===== src/rtl/regfile_writeback.sv =====
// regfile_writeback -- write-side front end for the register bank.
//
// Results from the load unit (mem_*) and the ALU (alu_*) are accepted into a
// small in-order FIFO and drained one per clock into the bank's single write
// port (we/ain/din). Two forwarding lookups (rs/ra) expose the youngest queued
// value for a register that has not yet retired to the bank.
//
// Optional feature macro: WB_FWD_INCOMING_EN
//   defined   -> forwarding also matches the result being accepted this cycle,
//                which counts as younger than every queued entry
//   undefined -> only queued entries are searched
//
// Ports:
//   clock, reset            system clock, synchronous active-high reset
//   mem_valid/ready/rd/data load unit handshake (fixed priority over ALU)
//   alu_valid/ready/rd/data ALU handshake
//   wr_hold                 bank write port unavailable this cycle
//   we, ain, din            bank write port, driven from the queue head
//   rs, ra                  forwarding queries
//   rs_hit/rs_fwd, ra_hit/ra_fwd  forwarding results (fwd=0 when no hit)
//   full, empty             queue occupancy flags
module regfile_writeback #(
  parameter int DEPTH  = 4,
  parameter int ADDR_W = 5,
  parameter int DATA_W = 32
) (
  input  logic              clock,
  input  logic              reset,
  input  logic              mem_valid,
  output logic              mem_ready,
  input  logic [ADDR_W-1:0] mem_rd,
  input  logic [DATA_W-1:0] mem_data,
  input  logic              alu_valid,
  output logic              alu_ready,
  input  logic [ADDR_W-1:0] alu_rd,
  input  logic [DATA_W-1:0] alu_data,
  input  logic              wr_hold,
  output logic              we,
  output logic [ADDR_W-1:0] ain,
  output logic [DATA_W-1:0] din,
  input  logic [ADDR_W-1:0] rs,
  input  logic [ADDR_W-1:0] ra,
  output logic              rs_hit,
  output logic [DATA_W-1:0] rs_fwd,
  output logic              ra_hit,
  output logic [DATA_W-1:0] ra_fwd,
  output logic              full,
  output logic              empty
);

  localparam int PTR_W = $clog2(DEPTH);
  localparam logic [PTR_W:0]   DEPTH_C = (PTR_W+1)'(DEPTH);
  localparam logic [PTR_W:0]   CNT_ONE = (PTR_W+1)'(1);
  localparam logic [PTR_W-1:0] PTR_ONE = PTR_W'(1);
  localparam logic [ADDR_W-1:0] RD_ZERO = {ADDR_W{1'b0}};
  localparam logic [DATA_W-1:0] DATA_ZERO = {DATA_W{1'b0}};

  logic [ADDR_W-1:0] rd_mem_r   [DEPTH];
  logic [DATA_W-1:0] data_mem_r [DEPTH];
  logic [PTR_W-1:0]  head_r;
  logic [PTR_W-1:0]  tail_r;
  logic [PTR_W:0]    count_r;

  logic              empty_s;
  logic              full_s;
  logic              pop_s;
  logic              can_push_s;
  logic              mem_fire_s;
  logic              alu_fire_s;
  logic              push_s;
  logic [ADDR_W-1:0] push_rd_s;
  logic [DATA_W-1:0] push_data_s;
  logic              rs_hit_s;
  logic [DATA_W-1:0] rs_fwd_s;
  logic              ra_hit_s;
  logic [DATA_W-1:0] ra_fwd_s;

  assign empty_s    = (count_r == {(PTR_W+1){1'b0}});
  assign full_s     = (count_r == DEPTH_C);
  assign pop_s      = !empty_s && !wr_hold;
  // A pop in the same cycle frees a slot, so a full queue can still accept.
  assign can_push_s = !full_s || pop_s;

  assign mem_ready  = can_push_s;
  assign alu_ready  = can_push_s && !mem_valid;
  assign mem_fire_s = mem_valid && can_push_s;
  assign alu_fire_s = alu_valid && can_push_s && !mem_valid;

  // Select the granted producer; writes to r0 are acknowledged but dropped.
  always_comb begin
    push_rd_s   = RD_ZERO;
    push_data_s = DATA_ZERO;
    if (mem_fire_s) begin
      push_rd_s   = mem_rd;
      push_data_s = mem_data;
    end else begin
      push_rd_s   = alu_rd;
      push_data_s = alu_data;
    end
  end

  assign push_s = (mem_fire_s || alu_fire_s) && (push_rd_s != RD_ZERO);

  assign we    = pop_s;
  assign ain   = rd_mem_r[head_r];
  assign din   = data_mem_r[head_r];
  assign full  = full_s;
  assign empty = empty_s;

  // Queue pointers and occupancy; reset drops every pending write.
  always_ff @(posedge clock) begin
    if (reset) begin
      head_r  <= {PTR_W{1'b0}};
      tail_r  <= {PTR_W{1'b0}};
      count_r <= {(PTR_W+1){1'b0}};
    end else begin
      if (push_s) begin
        tail_r <= tail_r + PTR_ONE;
      end
      if (pop_s) begin
        head_r <= head_r + PTR_ONE;
      end
      case ({push_s, pop_s})
        2'b10:   count_r <= count_r + CNT_ONE;
        2'b01:   count_r <= count_r - CNT_ONE;
        default: count_r <= count_r;
      endcase
    end
  end

  // Entry storage; contents are only meaningful between head and tail.
  always_ff @(posedge clock) begin
    if (push_s && !reset) begin
      rd_mem_r[tail_r]   <= push_rd_s;
      data_mem_r[tail_r] <= push_data_s;
    end
  end

  // Forwarding scan from oldest to youngest, so later matches override.
  always_comb begin : fwd_scan
    logic [PTR_W-1:0] idx_v;
    logic             live_v;
    logic             rs_m_v;
    logic             ra_m_v;
    idx_v    = {PTR_W{1'b0}};
    live_v   = 1'b0;
    rs_m_v   = 1'b0;
    ra_m_v   = 1'b0;
    rs_hit_s = 1'b0;
    rs_fwd_s = DATA_ZERO;
    ra_hit_s = 1'b0;
    ra_fwd_s = DATA_ZERO;
    for (int i = 0; i < DEPTH; i++) begin
      idx_v    = head_r + PTR_W'(i);
      live_v   = ((PTR_W+1)'(i) < count_r);
      rs_m_v   = live_v && (rd_mem_r[idx_v] == rs) && (rs != RD_ZERO);
      ra_m_v   = live_v && (rd_mem_r[idx_v] == ra) && (ra != RD_ZERO);
      rs_hit_s = rs_hit_s || rs_m_v;
      rs_fwd_s = rs_m_v ? data_mem_r[idx_v] : rs_fwd_s;
      ra_hit_s = ra_hit_s || ra_m_v;
      ra_fwd_s = ra_m_v ? data_mem_r[idx_v] : ra_fwd_s;
    end
`ifdef WB_FWD_INCOMING_EN
    // The result accepted this cycle is younger than anything queued.
    rs_m_v   = push_s && (push_rd_s == rs);
    ra_m_v   = push_s && (push_rd_s == ra);
    rs_hit_s = rs_hit_s || rs_m_v;
    rs_fwd_s = rs_m_v ? push_data_s : rs_fwd_s;
    ra_hit_s = ra_hit_s || ra_m_v;
    ra_fwd_s = ra_m_v ? push_data_s : ra_fwd_s;
`else
    rs_m_v   = 1'b0;
    ra_m_v   = 1'b0;
`endif
  end

  assign rs_hit = rs_hit_s;
  assign rs_fwd = rs_fwd_s;
  assign ra_hit = ra_hit_s;
  assign ra_fwd = ra_fwd_s;

endmodule


===== config.mk =====
export PLATFORM = sky130hd
export DESIGN_NAME = regfile_writeback
export DESIGN_NICKNAME = d
export VERILOG_FILES = /design/src/rtl/regfile_writeback.sv
export SDC_FILE = /design/constraint.sdc
export NUM_CORES = 1
export LEC_CHECK = 0
export BUFFER_PORTS_ARGS = -buffer_cell sky130_fd_sc_hd__buf_2
export CAP_MARGIN = 10
export CORE_MARGIN = 3
export CORE_UTILIZATION = 33
export DETAILED_ROUTE_END_ITERATION = 10
export SETUP_SLACK_MARGIN = 0.05
export SYNTH_ARGS = -nofsm -noshare
export SYNTH_HDL_FRONTEND = slang
export SYNTH_SLANG_ARGS = --single-unit

===== constraint.sdc =====
create_clock -name clock -period 3.5 [get_ports clock]
set_input_delay 0.175 -clock clock [delete_from_list [all_inputs] [get_ports clock]]
set_output_delay 0.175 -clock clock [all_outputs]
set_load 0.01 [all_outputs]

After elaboration in Yosys (flattened, before gate mapping)
Memories as Yosys holds them, arrays and structs flattened. A register that Yosys moved wholly into a read port is not among the register bits.
Index checks and enable logic that the tools add are counted.
W data, S select, Z words.
{ "totals": {"in_bits": 89, "ff_bits": 7, "mem_count": 2, "output_inout_bits": 108, "ram_bits": 148} }
{ "mem_list": {"columns": ["memory", "words", "word_bits", "rd", "rd_ports_with_merged_regs", "write_ports", "line_no", "source"], "rows": [
  ["data_mem_r", 4, 32, 4, 1, 1, "59", "logic [DATA_W-1:0] data_mem_r [DEPTH];"],
  ["rd_mem_r", 4, 5, 4, 1, 1, "58", "logic [ADDR_W-1:0] rd_mem_r [DEPTH];"]
]} }
{ "op_classes": {"n_addsub": 6, "eq_ne": 11, "reduce_logical": 41, "mux": 17, "magnitude_cmp": 4} }
{ "ops": {"columns": ["operator", "count"], "rows": [
  ["$mux W32", 9],
  ["$eq A5 B5 Y1", 8],
  ["$logic_and A1 B1 Y1", 23],
  ["$reduce_bool A5 Y1", 3],
  ["$logic_or A1 B1 Y1", 8],
  ["$mux W2", 4],
  ["$lt A1 B3 Y1 const A", 2],
  ["$lt A2 B3 Y1 const A", 2],
  ["$pmux W3 S2", 1],
  ["$logic_not A1 Y1", 5],
  ["$mux W5", 1],
  ["$add A2 B1 Y2 const B", 2],
  ["$add A2 B2 Y2 const B", 2],
  ["$add A3 B1 Y3 const B", 1],
  ["$eq A3 B3 Y1 const B", 1],
  ["$logic_not A3 Y1", 1],
  ["$sub A3 B1 Y3 const B", 1],
  ["$eq A2 B1 Y1 const B", 1],
  ["$eq A2 B2 Y1 const B", 1],
  ["$mux W1", 2],
  ["$reduce_bool A2 Y1", 1]
]} }

Depth between registers and ports, before layout
Gate-level depths: netlist of the first run.
{ "logic_depth": {"word_depth": 11, "depth_mapped": 11, "ltp_nobuf": 10} }

Worst setup path after synthesis of the first run
Ideal clock, no wire load.
{ "synth_timing": {"path_kind": "register -> register", "from": "reg count_r[0]", "to": "mem data_mem_r[0][0] (enable)", "required_time_ns": 3.102, "n_path_buf": 0, "arrival_ns": 2.645, "setup_ns": 0.398, "path_slack_ns": 0.457, "synth_period_minus_slack_ns": 3.043, "path_stages_with_launch": 9, "path_cell_list": "dfxtp_1 inv_1 ha_1 nand3_1 nand2_1 mux2i_1 a31o_2 nor2_1 and2_1"} }
{ "synth_via": {"elab_chain_len": 11, "word_cells_on_any_way": 16, "cone_classes": "1 x eq/ne; 3 x mux; 12 x reduce/logical"} }
{ "synth_lines": {"columns": ["item", "line_no", "source"], "rows": [
  ["from (decl)", "62", "logic [PTR_W:0] count_r;"],
  ["from (signal assigned)", "115", "count_r <= {(PTR_W+1){1'b0}};"],
  ["from (signal assigned)", "124", "2'b10: count_r <= count_r + CNT_ONE;"],
  ["from (signal assigned)", "125", "2'b01: count_r <= count_r - CNT_ONE;"],
  ["$logic_not A3 Y1", "78", "assign empty_s = (count_r == {(PTR_W+1){1'b0}});"],
  ["$logic_not A1 Y1", "80", "assign pop_s = !empty_s && !wr_hold;"],
  ["$logic_and A1 B1 Y1", "80", null],
  ["$logic_or A1 B1 Y1 *", "82", "assign can_push_s = !full_s || pop_s;"],
  ["via mem_ready", "30", "output logic mem_ready,"],
  ["$logic_and A1 B1 Y1 (on tied branches)", "86, 87", null],
  ["$mux W5 / $logic_and A1 B1 Y1 (equally long branches)", "93, 87", null],
  ["$reduce_bool A5 Y1 / $logic_or A1 B1 Y1 (equally long branches)", "102", "assign push_s = (mem_fire_s || alu_fire_s) && (push_rd_s != RD_ZERO);"],
  ["$logic_and A1 B1 Y1 *", "102", null],
  ["$logic_and A1 B1 Y1 *", "133", "if (push_s && !reset) begin"],
  ["$mux W1 *", "133", null],
  ["$mux W1 (implied by the code) *", "135", "data_mem_r[tail_r] <= push_data_s;"],
  ["to (decl)", "59", null]
]} }
The timed path passes the listed nets; every way through them passes the cells marked *.

Worst setup path after layout of the first run
{ "layout_timing": {"from": "reg head_r[1]", "to": "out ra_fwd[1]"} }
{ "layout_via": {"elab_chain_len": 8, "word_cells_on_any_way": 17, "cone_classes": "3 x add/sub; 3 x eq/ne; 3 x mux; 6 x reduce/logical; 2 x memory"} }
{ "layout_lines": {"columns": ["item", "line_no", "source"], "rows": [
  ["from (decl)", "60", "logic [PTR_W-1:0] head_r;"],
  ["from (signal assigned)", "113", "head_r <= {PTR_W{1'b0}};"],
  ["from (signal assigned)", "121", "head_r <= head_r + PTR_ONE;"],
  ["$add A2 B1 Y2", "154", "idx_v = head_r + PTR_W'(i);"],
  ["$mem_v2 Z4 W5", null, null],
  ["$eq A5 B5 Y1", "157", "ra_m_v = live_v && (rd_mem_r[idx_v] == ra) && (ra != RD_ZERO);"],
  ["$logic_and A1 B1 Y1 (2 in a row)", "157", null],
  ["$mux W32 (2 in a row)", "161", "ra_fwd_s = ra_m_v ? data_mem_r[idx_v] : ra_fwd_s;"],
  ["$mux W32 *", "161", null],
  ["to (decl)", "46", "output logic [DATA_W-1:0] ra_fwd,"]
]} }
Mark *: on every way between the ends. The rest lies on a longest branch, timed or not.

==> run_results.csv, run 1 <==
group,metric,value,unit
global_routing,grt_pass1_vias,9531,
synth,yosys_warnings,0,
worst_setup_path,crit_path_cell_trace,"buf_12 -> mux4_2 -> xnor2_1 -> nand4_1 -> or2_4 -> buf_12 -> mux2_1 -> a31oi_2 -> buf_2",
synth,ys_top_cells_by_area,"edfxtp_1 38%, mux4_2 17%, mux2_2 5.6%, mux2i_1 4.8%, a211oi_1 3.0%",
worst_setup_path,crit_type,"reg -> out",
layout,n_antenna_cell,0,
cts,root_buffer,"clkbuf_16",
worst_setup_path,critPathMostFrequentCell,"buf_12",
global_routing,antenna_found_initial,2,
sta,hold_violations,0,
worst_setup_path,arrival,3.19,ns
cts,cts_sinks,157,
layout,n_fill_cell,3342,
worst_setup_path,crit_required,3.32,ns
layout,final_common_cell,"buf_2",
synth,synth_edf_count,148,
synth,synth-seq-cells,157,
power_and_ir_drop,p_per_area,614.8,nW/um^2
synth,syn_area,11700,sq um
worst_setup_path,endpoint_kind,"output port",
route,remaining_drc_errors,0,
sta,hold_slack,0.02057,ns
route,drtIter0Drc,740,
sta,worstMarginPinSlew,0.7071,ns
sta,fin_crit,3.361,ns
sta,slew_violations,0,
route,wire_per_inst,23.46,um
worst_setup_path,cp-start-kind,"register",
power_and_ir_drop,peakVddDrop,0.3261,mV
floorplan,row_count,68,
layout,fin_util,0.4069,
placed_design,placed_area,13260,sq um
floorplan,ioPinCount,197,
cts,clkTransAtPathRegs,0.07,ns
sta,setup_viol,0,
route,via_count,9855,
cts,cts_buffers,17,
worst_hold_path,hp-class,"in -> reg",
sta,rsz0062_at_grt,"false",
placed_design,place_congestion,0.9277,
worst_setup_path,cpPeakStageDelay,0.54,ns
flow_run,drv_cap,0,
cts,max-clock-path-buffers,2,
layout,final_cell_mix,"196 x buf_2, 148 x edfxtp_1, 88 x mux4_2, 78 x nand2_1",
global_routing,grt_max_degree,44,
global_routing,grt_overflow,0,
floorplan,core_area,34710,sq um
floorplan,start_util,0.3369,
floorplan,fp.dieW,194.3,um
layout,nNetsFinal,1303,
placed_design,hpwlAfterDp,27.13,mm
layout,design_area,14120,sq um
sta,clock.fmax,297.6,MHz
sta,slew_headroom,0.5275,
route,drt-total-wl,39.25,mm
synth,avgSynthCellArea,11.38,sq um
cts,h-tree-depth,4,
layout,final_layout_size_suffix_gt1_frac,0.3933,
global_routing,grt_pass1_wl,58.31,mm
synth,yosysTopAreaCellShare,0.3800,
floorplan,die_area,37740,sq um
global_routing,grt_usage,0.2001,
sta,min_period_over_period,0.9602,
synth,synthCells,1028,
layout,syn_to_final_growth,20.75,%
synth,ys_types,51,
worst_setup_path,critical_path_peak_fanout,14,
worst_setup_path,rr_worst_depth,9,
floorplan,fp.dieH,194.3,um
cts,cts_hold_buffers,0,
route,viasPerCell,5.891,
worst_setup_path,slowest_stage,"mux4_2",
worst_hold_path,min_path_cells,2,
cts,clock_latency,0.43,ns
route,ant_nets,0,
cts,cts_tree,"built",
sta,final.setup.tns,0,ns
synth,syn_nets,1126,
placed_design,place.port_buffers,196,
synth,yosysSeqAreaShare,0.3954,
synth,synth_ff_type,"edfxtp_1",
outcome,run_status,"finished clean",
route,firstDrtPassIters,8,
power_and_ir_drop,power.leakage,4.927,nW
synth,synth_top_area_cell,"edfxtp_1",
sta,clock_skew,0.01070,ns
synth,async_flop_share,0,
## critical path: cells and delay by family, from the launching register on
kind / cells / cell delay, ns
xor+xnor: 1 / 0.20
flops: 1 / 0.44
mux: 2 / 0.89
buf+inv: 3 / 0.47
simple gates: 2 / 0.53
compound gates: 1 / 0.20
## registers in the layout (all words and copies together), names as in the netlist, named ones only
register and cells:
count_r 3, data_mem_r 128, head_r 2, rd_mem_r 20, tail_r 2
## stage by stage
step / total power [W] / std cells / setup WS [ns]
2_1_floorplan: 0.005415 / 1028 / 0.4569
3_3_place_gp: 0.006594 / 1625 / 0.2581
3_5_place_dp: 0.006627 / 1625 / 0.2018
4_1_cts: 0.008602 / 1659 / 0.05184
5_1_grt: 0.009157 / 1673 / 0.009030
6_report: 0.008684 / 1673 / 0.1393
## cell usage after synthesis (2+ instances only)
master       n
edfxtp_1   148
mux4_2      88
nand2_1     79
nor2_1      65
nor3_1      60
clkbuf_1    59
mux2_2      58
mux2i_1     56
o21ai_0     51
a211oi_1    47
a21oi_1     36
xnor2_1     36
buf_2       31
a31oi_1     26
nand4_1     18
o221ai_1    16
nand3b_1    14
nand3_1     13
o22ai_1     12
or3_1       12
o31a_1      11
dfxtp_1      9
ha_1         9
buf_4        7
and2_1       6
mux2_1       6
and3_1       5
inv_1        5
xnor2_2      5
buf_1        4
buf_6        4
o211ai_1     4
a21o_1       3
o21ai_1      3
a2111oi_0    2
a21boi_0     2
or2_1        2
or2_2        2
xor2_1       2
## kinds of logic (layout without fill, tap and decap cells)
group / after synthesis / in the layout / synth area share
AND/OR/NAND/NOR: 284 / 284 / 0.1175
flip-flops: 157 / 157 / 0.3954
multiplexers: 208 / 208 / 0.2790
XOR/XNOR: 43 / 43 / 0.03541
AO/OA/AOI/OAI: 216 / 216 / 0.1194
buffers and inverters: 111 / 301 / 0.04375
adder cells (fa/ha/maj): 9 / 9 / 0.009628
## final cells by class
cell class | instances | area (sq um) | share of cell area
well taps | 455 | 569.3 | 0.04031
flip-flops and latches | 157 | 4634 | 0.3281
inverters | 6 | 22.52 | 0.001595
repair buffers | 263 | 1629 | 0.1153
clock inverters | 15 | 198.9 | 0.01409
multi-input cells | 760 | 6644 | 0.4704
clock buffers | 17 | 425.4 | 0.03012
## metal layers
layer | vias up | global-route usage | part of all wire
met1 | 4821 | 0.2746 | 0.42
met5 | - | 0 | 0.00071
met3 | 87 | 0.03771 | 0.081
li1 | 4420 | - | -
met4 | 4 | 0.06064 | 0.025
met2 | 523 | 0.3235 | 0.47
## where the power goes
part | total (W) | switching, W | leakage, nW | internal (W)
registers | 0.00244 | 0.000167 | 1.43 | 0.00227
clock network | 0.00195 | 0.000857 | 0.300 | 0.00109
logic | 0.00430 | 0.00244 | 3.20 | 0.00186
## final timing paths
path | slack (ns) | end | from
max | 0.14 | ra_fwd[1] | head_r[1]
min | 0.02 | tail_r[0] | reset
max reg2reg | 0.44 | data_mem_r[2][8] | count_r[0]
min reg2reg | 0.57 | tail_r[1] | tail_r[1]
## timing repair
item                       4_1_cts  5_1_grt
pin swaps                        2        1
cloned                           0        1
setup endpoints to repair       39       46
hold endpoints to repair         0        0
setup buffers                    2       13
gates resized for setup          5       15
(Power assumes the default switching activity.)
==> run 2: changes to the inputs <==
--- a/config.mk
+++ b/config.mk
@@ -7,9 +7,12 @@
 export LEC_CHECK = 0
 export BUFFER_PORTS_ARGS = -buffer_cell sky130_fd_sc_hd__buf_2
 export CAP_MARGIN = 10
-export CORE_MARGIN = 3
+export CELL_PAD_IN_SITES_DETAIL_PLACEMENT = 2
+export CELL_PAD_IN_SITES_GLOBAL_PLACEMENT = 2
+export CORE_MARGIN = 2
 export CORE_UTILIZATION = 33
 export DETAILED_ROUTE_END_ITERATION = 10
+export PLACE_DENSITY_LB_ADDON = 0.1
 export SETUP_SLACK_MARGIN = 0.05
 export SYNTH_ARGS = -nofsm -noshare
 export SYNTH_HDL_FRONTEND = slang
==> run_results.csv, run 2 (synthesis gave the netlist of run 1 again) <==
group,metric,value,unit
worst_setup_path,cp.depth,8,
global_routing,antenna_found_initial,1,
power_and_ir_drop,peakVddDrop,0.3569,mV
worst_hold_path,hp-class,"in -> reg",
floorplan,row_count,68,
placed_design,preCtsSetupSlack,0.4234,ns
route,remaining_drc_errors,0,
outcome,run_status,"finished clean",
floorplan,ioPinCount,197,
cts,clkTransAtPathRegs,0.07,ns
sta,fin_crit,3.332,ns
worst_setup_path,critical_path_peak_fanout,20,
placed_design,placed_cells,1624,
worst_setup_path,reg2reg_to,"data_mem_r[2][22]",
floorplan,core_area,34710,sq um
placed_design,place_congestion,0.7965,
floorplan,start_util,0.3369,
global_routing,grt_usage,0.2455,
route,via_count,9900,
placed_design,place.port_buffers,196,
layout,top_register,"data_mem_r",
sta,slew_violations,0,
layout,top_regs,"data_mem_r (128), rd_mem_r (20), count_r (3)",
cts,h-tree-depth,4,
layout,n_antenna_cell,0,
layout,final_cell_mix,"196 x buf_2, 148 x edfxtp_1, 88 x mux4_2, 78 x nand2_1",
floorplan,fp.dieH,192.3,um
worst_setup_path,endpoint_kind,"output port",
global_routing,grt_overflow,0,
placed_design,hpwlAfterDp,30.83,mm
sta,hold_violations,0,
cts,max-clock-path-buffers,2,
worst_setup_path,crit-reg2reg-launch,"count_r[1]",
cts,cts_sinks,157,
sta,final.setup.tns,0,ns
power_and_ir_drop,p_int,0.005169,W
global_routing,grt_pass1_vias,10709,
power_and_ir_drop,clkPwrFrac,0.217,
worst_setup_path,r2r_slack,0.45,ns
sta,rsz0062_at_grt,"true",
layout,largest_register_ffs,128,
route,drt-total-wl,44.89,mm
route,firstDrtPassIters,4,
worst_hold_path,hold_path_startpoint,"reset",
worst_setup_path,critical-path-top-delay-family,"multiplexers",
sta,worstMarginPinSlew,0.7113,ns
cts,cts_buffers,17,
layout,design_area,13940,sq um
worst_setup_path,cp-start-kind,"register",
power_and_ir_drop,p_sw_frac,0.4087,
worst_setup_path,crit_required,3.32,ns
worst_setup_path,slowest_stage,"mux4_2",
cts,cts_hold_buffers,0,
worst_setup_path,cpPeakStageDelay,0.60,ns
cts,clock_latency,0.44,ns
sta,clock.fmax,300.1,MHz
sta,min_period_over_period,0.9519,
floorplan,die_area,36970,sq um
worst_setup_path,critical_path_buf_inv_count,2,
flow_run,drv_cap,0,
worst_setup_path,crit_type,"reg -> out",
layout,syn_to_final_growth,19.20,%
floorplan,fp.dieW,192.3,um
sta,layout_setup_ws,0.1683,ns
route,wire_per_inst,26.97,um
worst_hold_path,min_path_cells,2,
power_and_ir_drop,p_switching,0.003572,W
route,ant_nets,0,
sta,hold_slack,0.02314,ns
layout,nNetsFinal,1294,
power_and_ir_drop,p_per_area,626.9,nW/um^2
route,drtIter0Drc,636,
power_and_ir_drop,pwr-share-comb,0.504,
cts,cts_tree,"built",
layout,final_common_cell,"buf_2",
layout,final_layout_size_suffix_gt1_frac,0.3879,
global_routing,grt_max_degree,81,
placed_design,placed_area,13210,sq um
worst_setup_path,arrival,3.16,ns
worst_setup_path,crit_path_cell_trace,"mux4_2 -> xnor2_1 -> nand4_1 -> buf_4 -> nor3_1 -> a31oi_1 -> a211oi_1 -> buf_2",
sta,slew_headroom,0.5258,
cts,root_buffer,"clkbuf_16",
power_and_ir_drop,pwr-share-seq,0.279,
sta,setup_viol,0,
route,viasPerCell,5.950,
sta,clock_skew,0.01273,ns
power_and_ir_drop,power.leakage,4.828,nW
worst_setup_path,rr_worst_depth,9,
layout,final_cells,1664,
global_routing,grt_pass1_wl,66.83,mm
## run 2: changes by cell type in the layout (fill, tap and decap cells not counted), moves of 2 or more
cell | before | now
inv_8 | 5 | 0
buf_12 | 9 | 5
clkinv_2 | 0 | 2
buf_6 | 2 | 6
clkinvlp_4 | 2 | 4
clkinv_8 | 2 | 0
inv_6 | 3 | 5
buf_4 | 54 | 47
## run 2: worst max path at each step
stage | to | from | slack [ns]
CTS | rs_fwd[26] | head_r[1] | 0.05
detailed placement | data_mem_r[0][18] | count_r[1] | 0.42
global route | rs_fwd[15] | head_r[0] | 0.01
finish | rs_fwd[24] | head_r[0] | 0.17
global placement | ra_fwd[27] | head_r[1] | 0.47
floorplan | data_mem_r[0][0] | count_r[0] | 0.46
## run 2: what timing repair did
action / in CTS / in global routing
setup endpoints to repair: 16 / 51
gates resized for setup: 3 / 13
setup buffers: 3 / 6
## run 2: layout make-up
| cell class | instances | area, sq um |
|---|---|---|
| clock buffer | 17 | 425.4 |
| clock inverter | 15 | 161.4 |
| fill | 3715 | 20770 |
| inverter | 6 | 22.52 |
| multi-input combinational | 760 | 6628 |
| sequential | 157 | 4634 |
| tap | 455 | 569.3 |
| timing repair buffer | 254 | 1501 |
## run 2: metal layers
layer | routed length [um] | track usage | up-vias
met3 | 1742 | 0.03201 | 72
met4 | 1060 | 0.09014 | 2
met2 | 22380 | 0.4166 | 259
li1 | - | - | 4391
met1 | 19690 | 0.3209 | 5176
met5 | 13 | 0 | -
## run 2: worst reg2reg max path: stages (launching register included)
cell and delay (ns):
dfxtp_1 0.34, inv_1 0.14, ha_1 0.23, nand3_1 0.24
a21boi_0 0.33, a2111oi_0 0.11, a31o_2 0.30, nor2_1 0.20
and2_2 0.18, buf_4 0.57
## run 2: power groups by stage
stage,logic (W),registers [W],clock network (W)
finish,0.00440,0.00244,0.00190
detailed placement,0.00429,0.00250,0
floorplan,0.00305,0.00237,0
global placement,0.00424,0.00247,0
CTS,0.00436,0.00245,0.00193
global route,0.00475,0.00247,0.00200
## run 2: metrics by stage
stage	total power [W]	util
global placement	0.006716	0.3804
global route	0.009218	0.4016
finish	0.008741	0.4016
CTS	0.008742	0.3982
floorplan	0.005415	-
detailed placement	0.006791	0.3804
==> run 3: changes to the inputs <==
--- a/config.mk
+++ b/config.mk
@@ -12,7 +12,7 @@
 export CORE_MARGIN = 2
 export CORE_UTILIZATION = 33
 export DETAILED_ROUTE_END_ITERATION = 10
-export PLACE_DENSITY_LB_ADDON = 0.1
+export PLACE_DENSITY = 0.7
 export SETUP_SLACK_MARGIN = 0.05
 export SYNTH_ARGS = -nofsm -noshare
 export SYNTH_HDL_FRONTEND = slang
==> run_results.csv, run 3 (synthesis gave the netlist of run 1 again) <==
group,metric,value,unit
outcome,run_status,"finished clean",
worst_setup_path,crit_path_cell_trace,"buf_2 -> buf_4 -> mux4_2 -> xnor2_1 -> nand4_1 -> nor2_2 -> nor2_4 -> buf_4 -> a211oi_2 -> buf_2",
worst_setup_path,crit_type,"reg -> out",
cts,cts_hold_buffers,0,
layout,final_common_cell,"buf_2",
layout,design_area,13890,sq um
route,ant_nets,0,
sta,worstMarginPinSlew,0.7257,ns
layout,final_cell_mix,"197 x buf_2, 148 x edfxtp_1, 88 x mux4_2, 78 x nand2_1",
sta,final.setup.tns,0,ns
power_and_ir_drop,p_switching,0.003543,W
layout,top_register,"data_mem_r",
worst_setup_path,crit_required,3.32,ns
power_and_ir_drop,p_per_area,620.5,nW/um^2
worst_hold_path,hp-class,"in -> reg",
floorplan,row_count,68,
cts,cts_buffers,17,
route,viasPerCell,5.955,
worst_hold_path,min_path_cells,2,
route,drt-total-wl,43.76,mm
route,top_layer,"met4",
sta,layout_setup_ws,0.1204,ns
cts,cts_sinks,157,
global_routing,antenna_found_initial,0,
cts,clkTransAtPathRegs,0.07,ns
layout,final_layout_size_suffix_gt1_frac,0.3854,
route,wl_met1,19.25,mm
worst_setup_path,endpoint_kind,"output port",
worst_setup_path,cpPeakStageDelay,0.43,ns
layout,syn_to_final_growth,18.78,%
power_and_ir_drop,p_sw_frac,0.4110,
sta,hold_violations,0,
worst_setup_path,rr_worst_depth,9,
floorplan,fp.dieH,192.3,um
layout,n_fill_cell,3682,
global_routing,grt_usage,0.2391,
floorplan,start_util,0.3369,
sta,rsz0062_at_grt,"true",
power_and_ir_drop,p_int,0.005078,W
sta,slew_headroom,0.5162,
cts,cts_tree,"built",
placed_design,hpwlAfterDp,30.31,mm
sta,slew_violations,0,
global_routing,grt_pass1_wl,66.09,mm
route,dr_wl_met2,21.81,mm
route,remaining_drc_errors,0,
sta,clock_skew,0.009660,ns
route,wire_per_inst,26.38,um
floorplan,fp.dieW,192.3,um
power_and_ir_drop,pwr-share-comb,0.507,
route,firstDrtPassIters,4,
placed_design,preCtsSetupSlack,0.3827,ns
sta,min_period_over_period,0.9656,
cts,h-tree-depth,4,
flow_run,drv_cap,0,
worst_setup_path,critical_path_peak_fanout,13,
sta,fin_crit,3.380,ns
global_routing,grt_max_degree,75,
sta,setup_viol,0,
worst_setup_path,slowest_stage,"dfxtp_4",
power_and_ir_drop,peakVddDrop,0.3091,mV
placed_design,placed_area,13170,sq um
placed_design,place.port_buffers,196,
placed_design,place_congestion,0.7996,
global_routing,grt_overflow,0,
cts,root_buffer,"clkbuf_16",
route,drtIter0Drc,640,
power_and_ir_drop,clkPwrFrac,0.212,
worst_setup_path,cp-start-kind,"register",
power_and_ir_drop,pwr-share-seq,0.281,
power_and_ir_drop,power.leakage,4.806,nW
layout,n_antenna_cell,0,
floorplan,core_area,34710,sq um
sta,hold_slack,0.02628,ns
floorplan,ioPinCount,197,
global_routing,grt_pass1_vias,10728,
layout,nNetsFinal,1289,
layout,top_regs,"data_mem_r (128), rd_mem_r (20), count_r (3)",
cts,clock_latency,0.45,ns
cts,max-clock-path-buffers,2,
sta,clock.fmax,295.9,MHz
route,dr_wl_met3,1.879,mm
worst_setup_path,r2r_slack,0.40,ns
layout,fin_util,0.4002,
layout,largest_register_ffs,128,
route,via_count,9879,
floorplan,die_area,36970,sq um
worst_setup_path,arrival,3.20,ns
-- run 3: changes by cell type in the layout (fill, tap and decap cells not counted), moves of 2 or more --
| cell | delta |
|---|---|
| buf_6 | +4 |
| nor2_4 | +3 |
| buf_4 | -8 |
| buf_12 | -3 |
| nor2_2 | -2 |
| clkinvlp_4 | -2 |
-- run 3: what timing repair did --
item / 4_1_cts / 5_1_grt
gates resized for setup: 6 / 17
pin swaps: 1 / 1
setup endpoints to repair: 16 / 60
setup buffers: 0 / 5
-- run 3: power groups by stage --
stage / Clock, W / Combinational [W] / Sequential, W
2_1_floorplan: 0 / 0.00305 / 0.00237
3_3_place_gp: 0 / 0.00413 / 0.00248
3_5_place_dp: 0 / 0.00423 / 0.00250
4_1_cts: 0.00185 / 0.00427 / 0.00247
5_1_grt: 0.00192 / 0.00471 / 0.00245
6_report: 0.00183 / 0.00437 / 0.00243
-- run 3: worst paths after layout --
kind | startpoint | end
max | head_r[1] | rs_fwd[25]
min | reset | count_r[2]
max reg2reg | count_r[1] | data_mem_r[0][7]
min reg2reg | tail_r[1] | tail_r[1]
-- run 3: cell type report --
class / count / area [sq um] / share of cell area
clock inverter: 15 / 136.4 / 0.009816
clock buffer: 17 / 425.4 / 0.03062
tap: 455 / 569.3 / 0.04098
multi-input combinational: 760 / 6660 / 0.4794
timing repair buffer: 249 / 1445 / 0.1040
sequential: 157 / 4634 / 0.3336
inverter: 6 / 22.52 / 0.001621
-- run 3: metal layers --
| metal | vias up | track usage |
|---|---|---|
| met1 | 5184 | 0.3148 |
| li1 | 4388 | - |
| met4 | 0 | 0.07164 |
| met5 | - | 0 |
| met2 | 257 | 0.4068 |
| met3 | 50 | 0.03655 |
-- run 3: critical path: cells and delay by family (launching register included) --
family                 cells  cell delay (ns)
AO/OA/AOI/OAI              1             0.35
XOR/XNOR                   1             0.23
buffers and inverters      4             0.77
flip-flops                 1             0.43
multiplexers               1             0.35
AND/OR/NAND/NOR            3             0.61
-- run 3: stage by stage --
stage | total power (W) | std cells
final | 0.008621 | 1659
after global routing | 0.009077 | 1659
after CTS | 0.008585 | 1654
after detailed placement | 0.006731 | 1622
after global placement | 0.006604 | 1622
after floorplan | 0.005415 | 1028
